$ cat src/rtl/audio_pkg.sv
// Shared constants for the audio codec serial interface.
// Channel encoding follows the LRCK level: low selects left, high selects right.
package audio_pkg;

    localparam int DATA_WIDTH_DEF  = 24;
    localparam int SYNC_STAGES_DEF = 2;

    localparam logic LEFT  = 1'b0;
    localparam logic RIGHT = 1'b1;

endpackage

$ cat src/rtl/sync_edge.sv
// Multi-flop synchronizer for one asynchronous codec input.
// Also produces single-cycle rise/fall strobes of the synchronized level.
module sync_edge #(
    parameter int STAGES = 2
) (
    input  logic clk_i,
    input  logic rst_ni,
    input  logic d_i,
    output logic q_o,
    output logic rise_o,
    output logic fall_o
);

    logic [STAGES-1:0] sync_q;
    logic              prev_q;

    always_ff @(posedge clk_i or negedge rst_ni) begin
        if (!rst_ni) begin
            sync_q <= '0;
            prev_q <= 1'b0;
        end else begin
            sync_q[0] <= d_i;
            for (int i = 1; i < STAGES; i++) begin
                sync_q[i] <= sync_q[i-1];
            end
            prev_q <= sync_q[STAGES-1];
        end
    end

    assign q_o    = sync_q[STAGES-1];
    assign rise_o = sync_q[STAGES-1] & ~prev_q;
    assign fall_o = ~sync_q[STAGES-1] & prev_q;

endmodule

$ cat src/rtl/audio_codec_if.sv
// Left-justified serial interface to an audio codec running as bus master.
// RX deserializes ADC pairs; TX serializes a one-deep buffered DAC pair.
module audio_codec_if
    import audio_pkg::*;
#(
    parameter int DATA_WIDTH  = DATA_WIDTH_DEF,
    parameter int SYNC_STAGES = SYNC_STAGES_DEF
) (
    input  logic                  CLOCK_50,
    input  logic                  reset_n,
    input  logic                  AUD_BCLK,
    input  logic                  AUD_ADCLRCK,
    input  logic                  AUD_ADCDAT,
    input  logic                  AUD_DACLRCK,
    output logic                  AUD_DACDAT,
    output logic [DATA_WIDTH-1:0] adc_left,
    output logic [DATA_WIDTH-1:0] adc_right,
    output logic                  adc_valid,
    input  logic [DATA_WIDTH-1:0] dac_left,
    input  logic [DATA_WIDTH-1:0] dac_right,
    input  logic                  dac_valid,
    output logic                  dac_ready,
    output logic                  dac_underrun
);

    localparam int             CW   = $clog2(DATA_WIDTH + 1);
    localparam logic [CW-1:0]  FULL = CW'(DATA_WIDTH);

    logic bclk_s, bclk_rise, bclk_fall;
    logic adclrck_s, adcdat_s, daclrck_s;
    logic dac_lr_rise, dac_lr_fall;
    logic unused_bclk_s, unused_daclrck_s;
    logic unused_alr_rise, unused_alr_fall;
    logic unused_adat_rise, unused_adat_fall;

    sync_edge #(.STAGES(SYNC_STAGES)) u_sync_bclk (
        .clk_i  (CLOCK_50),
        .rst_ni (reset_n),
        .d_i    (AUD_BCLK),
        .q_o    (bclk_s),
        .rise_o (bclk_rise),
        .fall_o (bclk_fall)
    );

    sync_edge #(.STAGES(SYNC_STAGES)) u_sync_adclrck (
        .clk_i  (CLOCK_50),
        .rst_ni (reset_n),
        .d_i    (AUD_ADCLRCK),
        .q_o    (adclrck_s),
        .rise_o (unused_alr_rise),
        .fall_o (unused_alr_fall)
    );

    sync_edge #(.STAGES(SYNC_STAGES)) u_sync_adcdat (
        .clk_i  (CLOCK_50),
        .rst_ni (reset_n),
        .d_i    (AUD_ADCDAT),
        .q_o    (adcdat_s),
        .rise_o (unused_adat_rise),
        .fall_o (unused_adat_fall)
    );

    sync_edge #(.STAGES(SYNC_STAGES)) u_sync_daclrck (
        .clk_i  (CLOCK_50),
        .rst_ni (reset_n),
        .d_i    (AUD_DACLRCK),
        .q_o    (daclrck_s),
        .rise_o (dac_lr_rise),
        .fall_o (dac_lr_fall)
    );

    assign unused_bclk_s    = bclk_s;
    assign unused_daclrck_s = daclrck_s;

    // ---------------- RX path ----------------
    logic                  rx_lr_q, rx_lr_d;
    logic [CW-1:0]         rx_cnt_q, rx_cnt_d;
    logic [DATA_WIDTH-1:0] rx_sh_q, rx_sh_d;
    logic [DATA_WIDTH-1:0] rx_lcap_q, rx_lcap_d;
    logic                  rx_pair_q, rx_pair_d;
    logic [DATA_WIDTH-1:0] adc_l_q, adc_l_d;
    logic [DATA_WIDTH-1:0] adc_r_q, adc_r_d;
    logic                  adc_valid_q, adc_valid_d;
    logic                  rx_edge, rx_done;

    always_comb begin
        rx_lr_d     = rx_lr_q;
        rx_cnt_d    = rx_cnt_q;
        rx_sh_d     = rx_sh_q;
        rx_lcap_d   = rx_lcap_q;
        rx_pair_d   = rx_pair_q;
        adc_l_d     = adc_l_q;
        adc_r_d     = adc_r_q;
        adc_valid_d = 1'b0;
        rx_edge     = 1'b0;
        rx_done     = 1'b0;

        if (bclk_rise) begin
            rx_lr_d = adclrck_s;
            rx_edge = (adclrck_s != rx_lr_q);
            // A zero count means no slot start seen yet; stay idle.
            if (rx_edge) begin
                rx_cnt_d = {{(CW-1){1'b0}}, 1'b1};
                rx_sh_d  = {{(DATA_WIDTH-1){1'b0}}, adcdat_s};
            end else if (rx_cnt_q != '0 && rx_cnt_q < FULL) begin
                rx_cnt_d = rx_cnt_q + 1'b1;
                rx_sh_d  = {rx_sh_q[DATA_WIDTH-2:0], adcdat_s};
            end
            rx_done = (rx_cnt_d == FULL) && (rx_cnt_q != FULL);
        end

        if (rx_edge && adclrck_s == LEFT) begin
            rx_pair_d = 1'b0;
        end

        if (rx_done) begin
            if (rx_lr_d == RIGHT) begin
                if (rx_pair_q) begin
                    adc_l_d     = rx_lcap_q;
                    adc_r_d     = rx_sh_d;
                    adc_valid_d = 1'b1;
                end
                rx_pair_d = 1'b0;
            end else begin
                rx_lcap_d = rx_sh_d;
                rx_pair_d = 1'b1;
            end
        end
    end

    always_ff @(posedge CLOCK_50 or negedge reset_n) begin
        if (!reset_n) begin
            rx_lr_q     <= 1'b0;
            rx_cnt_q    <= '0;
            rx_sh_q     <= '0;
            rx_lcap_q   <= '0;
            rx_pair_q   <= 1'b0;
            adc_l_q     <= '0;
            adc_r_q     <= '0;
            adc_valid_q <= 1'b0;
        end else begin
            rx_lr_q     <= rx_lr_d;
            rx_cnt_q    <= rx_cnt_d;
            rx_sh_q     <= rx_sh_d;
            rx_lcap_q   <= rx_lcap_d;
            rx_pair_q   <= rx_pair_d;
            adc_l_q     <= adc_l_d;
            adc_r_q     <= adc_r_d;
            adc_valid_q <= adc_valid_d;
        end
    end

    assign adc_left  = adc_l_q;
    assign adc_right = adc_r_q;
    assign adc_valid = adc_valid_q;

    // ---------------- TX path ----------------
    logic                  buf_full_q, buf_full_d;
    logic [DATA_WIDTH-1:0] buf_l_q, buf_l_d;
    logic [DATA_WIDTH-1:0] buf_r_q, buf_r_d;
    logic [DATA_WIDTH-1:0] tx_r_q, tx_r_d;
    logic [DATA_WIDTH-1:0] tx_sh_q, tx_sh_d;
    logic [CW-1:0]         tx_cnt_q, tx_cnt_d;
    logic                  dacdat_q, dacdat_d;
    logic                  under_q, under_d;
    logic                  tx_load, hs;
    logic [DATA_WIDTH-1:0] tx_word;

    assign hs = dac_valid & ~buf_full_q;

    always_comb begin
        buf_full_d = buf_full_q;
        buf_l_d    = buf_l_q;
        buf_r_d    = buf_r_q;
        tx_r_d     = tx_r_q;
        tx_sh_d    = tx_sh_q;
        tx_cnt_d   = tx_cnt_q;
        dacdat_d   = dacdat_q;
        under_d    = 1'b0;
        tx_load    = 1'b0;
        tx_word    = '0;

        // Frame start drains the buffer; an empty buffer sends silence.
        if (dac_lr_fall) begin
            tx_load    = 1'b1;
            tx_word    = buf_full_q ? buf_l_q : '0;
            tx_r_d     = buf_full_q ? buf_r_q : '0;
            under_d    = ~buf_full_q;
            buf_full_d = 1'b0;
        end else if (dac_lr_rise) begin
            tx_load = 1'b1;
            tx_word = tx_r_q;
        end

        if (tx_load) begin
            dacdat_d = tx_word[DATA_WIDTH-1];
            tx_sh_d  = {tx_word[DATA_WIDTH-2:0], 1'b0};
            tx_cnt_d = {{(CW-1){1'b0}}, 1'b1};
        end else if (bclk_fall) begin
            if (tx_cnt_q != '0 && tx_cnt_q < FULL) begin
                dacdat_d = tx_sh_q[DATA_WIDTH-1];
                tx_sh_d  = {tx_sh_q[DATA_WIDTH-2:0], 1'b0};
                tx_cnt_d = tx_cnt_q + 1'b1;
            end else begin
                dacdat_d = 1'b0;
            end
        end

        if (hs) begin
            buf_full_d = 1'b1;
            buf_l_d    = dac_left;
            buf_r_d    = dac_right;
        end
    end

    always_ff @(posedge CLOCK_50 or negedge reset_n) begin
        if (!reset_n) begin
            buf_full_q <= 1'b0;
            buf_l_q    <= '0;
            buf_r_q    <= '0;
            tx_r_q     <= '0;
            tx_sh_q    <= '0;
            tx_cnt_q   <= '0;
            dacdat_q   <= 1'b0;
            under_q    <= 1'b0;
        end else begin
            buf_full_q <= buf_full_d;
            buf_l_q    <= buf_l_d;
            buf_r_q    <= buf_r_d;
            tx_r_q     <= tx_r_d;
            tx_sh_q    <= tx_sh_d;
            tx_cnt_q   <= tx_cnt_d;
            dacdat_q   <= dacdat_d;
            under_q    <= under_d;
        end
    end

    assign AUD_DACDAT   = dacdat_q;
    assign dac_ready    = ~buf_full_q;
    assign dac_underrun = under_q;

endmodule

$ cat config.mk
export PLATFORM = sky130hd
export DESIGN_NAME = audio_codec_if
export DESIGN_NICKNAME = d
export VERILOG_FILES = /design/src/rtl/audio_pkg.sv /design/src/rtl/sync_edge.sv /design/src/rtl/audio_codec_if.sv
export SDC_FILE = /design/constraint.sdc
export NUM_CORES = 1
export LEC_CHECK = 0
export ABC_AREA = 1
export BUFFER_PORTS_ARGS = -buffer_cell sky130_fd_sc_hd__buf_4
export CORE_UTILIZATION = 28
export CTS_CLUSTER_DIAMETER = 50
export DETAILED_ROUTE_END_ITERATION = 8
export RECOVER_POWER = 25
export SYNTH_ARGS = -nofsm -noshare
export SYNTH_HDL_FRONTEND = slang
export SYNTH_HIERARCHICAL = 1
export SYNTH_SLANG_ARGS = --single-unit
$ cat constraint.sdc
create_clock -name CLOCK_50 -period 5.6 [get_ports CLOCK_50]
set_input_delay 0.56 -clock CLOCK_50 [delete_from_list [all_inputs] [get_ports CLOCK_50]]
set_output_delay 0.56 -clock CLOCK_50 [all_outputs]
set_load 0.05 [all_outputs]
# Word level (Yosys, flattened, before mapping)
# Index checks and enable logic that the tools add are counted.
# W data, S select, Z words.
# op_classes
muxes	33
reduce_logical	13
n_shift	0
n_lt_le_gt_ge	2
add_sub_neg	2
eq_ne	3
bitwise_logic	12
multipliers	0
div	0
# op_table
operator	n
$mux W24	10
$mux W5	6
$mux W1	17
$add A5 B1 Y5 const B	2
$lt A5 B5 Y1 const B	2
$reduce_bool A5 Y1	2
$reduce_bool A2 Y1	4
$not A1 Y1	7
$and A1 B1 Y1	5
$eq A5 B5 Y1 const B	1
$ne A5 B5 Y1 const B	1
$logic_and A1 B1 Y1	4
$reduce_and A2 Y1	2
$reduce_and A3 Y1	1
$ne A1 B1 Y1	1
# totals
mem_bits_rw	0
out_inout_bits	52
register_bits	218
in_bits	55
latchBits	0
romBits	0
n_memories	0
wordCells	87

# Longest topological paths before layout
# logic_depth
word_depth	9
ltp_mapped	15
mapped_depth_nobuf	13

# By module
# The synthesis kept the hierarchy.
# modules_own_cells
module	cells_per_inst	seq_area_each_um2	instances	area_per_inst_um2
audio_codec_if	967	5180.0	1	8572.0
sync_edge	7	75.1	4	90.1

# Least setup slack after synthesis
# No wires, ideal clock.
# synth_path
path_kind	reg2reg
startpoint	register rx_cnt_q[0]
endpoint	register adc_r_q[10] (netlist: adc_right[10])
path_buffers	2
setup_ns	0.119
stages_incl_launch_ff	16
arrival_ns	1.749
required_time_ns	5.481
synth_period_minus_slack_ns	1.868
setup_slack_ns	3.732
path_cell_list	dfrtp_1 > inv_1 > ha_1 > inv_1 > nor2_4 > nand2_4 > nand2_4 > nand2_1 > nand2_1 > nand2_1 > nor2_2 > nand3_2 > buf_6 > buf_6 > nand2_1 > nand2_1
# synth_via
elab_chain_len	9
word_cells_on_any_way	15
classes_between	add/sub: 1; order compare: 1; eq/ne: 2; mux: 7; reduce/logical: 4
# synth_rtl
element	line	rtl
start: declaration	audio_codec_if.sv:77	logic [CW-1:0] rx_cnt_q, rx_cnt_d;
start signal: assignment	audio_codec_if.sv:143	rx_cnt_q <= rx_cnt_d;
$lt A5 B5 Y1 / $reduce_bool A5 Y1 (equally long branches)	audio_codec_if.sv:105	end else if (rx_cnt_q != '0 && rx_cnt_q < FULL) begin
$logic_and A1 B1 Y1	audio_codec_if.sv:105	
$mux W5	audio_codec_if.sv:105	
$mux W5	audio_codec_if.sv:102	if (rx_edge) begin
$mux W5	audio_codec_if.sv:98	if (bclk_rise) begin
$eq A5 B5 Y1	audio_codec_if.sv:109	rx_done = (rx_cnt_d == FULL) && (rx_cnt_q != FULL);
$logic_and A1 B1 Y1	audio_codec_if.sv:109	
$mux W1	audio_codec_if.sv:98	
$reduce_and A3 Y1 (no line)	-	
end signal: assignment	audio_codec_if.sv:148	adc_r_q <= adc_r_d;
end: declaration	audio_codec_if.sv:82	logic [DATA_WIDTH-1:0] adc_r_q, adc_r_d;
# Several ways; a longest one is shown, not always the timed one. The select of a mux whose other input is x is not followed.
# A chain may end at the register's enable or synchronous reset.

==> impl_summary.md <==
Pwr
VDD sags by at most around 0.35 mV. Summed over all nets, the switching power comes to roughly 1.2 mW. For this design the ratio of total power to cell area is about 390 mW/mm2.

In this run the static leakage power is ~5.7 nW. Of the total power, the share spent switching nets is between 20% and 30%. The share of total power in combinational logic is between 10% and 20%.

Of the total power, the clock network draws a little under two fifths. Of the total power, registers draw 46.3%. The internal portion of total power is between 3 and 4 mW.

Timing
The worst slew slack as a fraction of its limit is -120.1%. The final cycle utilization of the critical path is 56.64%. Across the routed clock network, the largest skew measured is 9.698 ps. The actual slew at the worst max-slew pin is 3302 ps. The number of setup violations in the final report is 0.

The number of slew-limit violations in the final report is 134. The final hold violation count came to 0. The final sum of negative setup slack is 0 ps.

Derived from the worst setup path, the maximum achievable clock frequency is 315.3 MHz. The final critical path time including I/O delays and setup is 3172 ps. Setup repair after global routing left no endpoint under its margin.

Worst setup path
Walking the worst path, the cells encountered are clkbuf_2 > buf_4. The category of the worst setup path capture point is an async pin. The data arrival time of the worst path is 3720 ps. The worst setup path is launched from a primary input. The category of the critical setup timing path is primary input to async pin. Grouping stages by cell kind, the critical path spends the most delay in buffers and inverters. The destination of the worst register-to-register timing path is adc_left[15].

The startpoint of the worst-slack reg-to-reg timing path is rx_cnt_q[0]. On the critical path, the stage with the largest delay is an instance of clkbuf_2. The depth of the worst register-to-register path is 13. Of all nets on the critical path, the largest fanout is 133.

The slack of the worst reg-to-reg path is 2800 ps. The required time reported for the critical path endpoint is slightly above 6000 ps. The largest single stage delay on the critical path is 2190 ps. Counting both buffers and inverters, the worst setup path holds a total of 2.

Hold path
The number of stages on the worst hold path is 1. For hold timing, the worst endpoint is u_sync_bclk/sync_q[0]. The classification of the worst-slack hold path is primary input to register. The origin of the worst min-delay path is AUD_BCLK.

Routing
After detailed routing, the average wire length per cell comes to between 10 and 15 um. The routed via count is between 6k and 7k. After detailed routing, the number of vias per cell comes to ~4.5. The total iterations of the first detailed-routing run is 9. The violation count after the first detailed-routing iteration is 416.

The number of nets still failing antenna checks after routing is 0. After detailed routing, the total wire length is around 19 mm. After detailed routing, the number of remaining DRC violations is 6.

Clocking
The post-CTS resize count is 0. The maximum clock insertion buffer count is 3. The depth of the CTS H-tree is 1. Clock-pin slew was measured on the worst setup and hold paths at 60 ps. The number of buffers added by the clock tree synthesis step is 25.

The clock reaches the later pin of the worst-skew pair after 510 ps. After clock tree synthesis, the flow added hold-fix buffers numbering 0. TritonCTS built the clock tree.

The root buffer cell is clkbuf_16. Clock tree synthesis found a total of roughly 220 sinks. After clock tree synthesis, the setup repair step added 0 buffers.

Floorplan
The height of the chip is about 180 um. The count of boundary I/O pins is between 100 and 150. Once the floorplan was initialized, standard cells occupied roughly 29% of the core. The width of the die is around 180 um.

The floorplan has 64 rows. The die covers 0.03233 mm2. In this run the standard cell core region covers ~0.031 mm2.

Global routing
The number of global-route vias before repair is between 6k and 7k. The initial antenna violation count is 0. Summed over all layers, the global routing overflow is 0. Entering global routing, the biggest net connects approximately 130 pins. The first global-routing pass estimated ~33 mm of wire. The aggregate global-route resource usage is 12.05%.

Logic synthesis
During synthesis, Yosys emitted a total of 6 warnings. The mapped netlist covers slightly below 0.009 mm2. After synthesis, the mean cell area works out to roughly 9 um2.

The post-synthesis net count is 1044. Synthesis produced between 900 and 1k cells.

Flow run
Across the run, the number of max-cap violations was 1.

Layout
The final layout contains around 1.1k nets. The relative area change from synthesis to final layout is 22.05%. Excluding fillers, the count of instances in the completed layout stands at around 1.5k. The repair_antennas step left the layout with diodes totalling 0. Once layout is done, the placed cells without fillers occupy 0.01080 mm2. The post-route netlist has roughly 17% of its cells at a drive strength greater than 1.

The filler cells instantiated in the layout total 3203.

Placement
The cell area reported after detailed placement is ~0.010 mm2. At the end of routability-driven placement, the weighted congestion stood at between 0.7 and 0.8. Port buffering added between 100 and 150 buffers. The number of cells after detailed placement is approximately 1.4k. The final HPWL from detailed placement is roughly 12 mm.

Run status
The flow ran to the end, but the final reports show violations. The checks that failed: DRC, capacitance limit, slew limit.
power by group through the flow:
stage	sequential [mW]	clock (mW)	combinational, mW
floorplan	1.93	0	0.477
global placement	1.95	0	0.641
CTS	1.93	1.64	0.662
finish	1.93	1.60	0.650
global route	1.96	1.71	0.763
detailed placement	1.96	0	0.659
state kept, by name (all words and copies together) (netlist names), 2 cells and up:
register and flops:
rx_lcap_q 24, rx_sh_q 24, adc_right 24, tx_r_q 24, u_sync_bclk/sync_q 2, adc_left 24, buf_r_q 24, rx_cnt_q 5
u_sync_adclrck/sync_q 2, buf_l_q 24, tx_cnt_q 5, tx_sh_q 23, u_sync_adcdat/sync_q 2, u_sync_daclrck/sync_q 2
cell type report:
class	instances	area, um2	area share (%)
clock buffer	33	725.7	6.717
clock inverter	12	106.4	0.9844
inverter	97	364.1	3.370
multi-input combinational	620	2836	26.25
sequential	217	5430	50.26
tap	396	495.5	4.586
timing repair buffer	113	845.8	7.829
layout by cell type (no fill, tap or decap), drive strengths merged, types with 5 or more instances in the layout:
cell type / count
dfrtp: 217
nor2: 75
o21ai: 72
clkinv: 11
nand3: 89
mux2: 6
inv: 96
a21oi: 52
o22ai: 21
clkbuf: 38
nor3: 5
buf: 108
nand2: 288
layer usage:
| metal | global-route usage (%) | vias to the layer above | share of wire [%] |
|---|---|---|---|
| met4 | 2.759 | 0 | 2.0 |
| met1 | 16.73 | 3105 | 49 |
| met2 | 19.49 | 155 | 45 |
| li1 | - | 3346 | - |
| met5 | 0 | - | 0 |
| met3 | 2.168 | 29 | 4.6 |
worst max path at each step:
stage,startpoint,endpoint,slack (ps),cells past startpoint
6_report,reset_n,adc_valid,2430,2
2_1_floorplan,rx_cnt_q[0],adc_right[10],3730,15
3_5_place_dp,rx_cnt_q[0],adc_left[21],2770,13
3_3_place_gp,u_sync_bclk/sync_q[1],adc_right[0],2810,9
5_1_grt,reset_n,rx_lcap_q[4],1630,2
4_1_cts,rx_cnt_q[0],adc_left[21],2750,13
worst register-to-register path: cells and delay by family (launching register included):
family	cells	cell delay [ps]
buffers and inverters	2	210
AND/OR/NAND/NOR	10	1860
flip-flops	1	450
adder cells (fa/ha/maj)	1	160
metrics by stage:
stage                     hold WS, ps  power (mW)  util (%)  worst slack (ps)
final                           183.0       4.183     35.04              2428
after global placement          344.2       2.594     32.38              2810
after detailed placement        338.5       2.618     32.38              2772
after global routing            161.3       4.436     35.04              1626
after CTS                       140.0       4.241     35.08              2749
after floorplan                 264.4       2.411         -              3732
No activity file was read; power rests on OpenSTA's default activity.
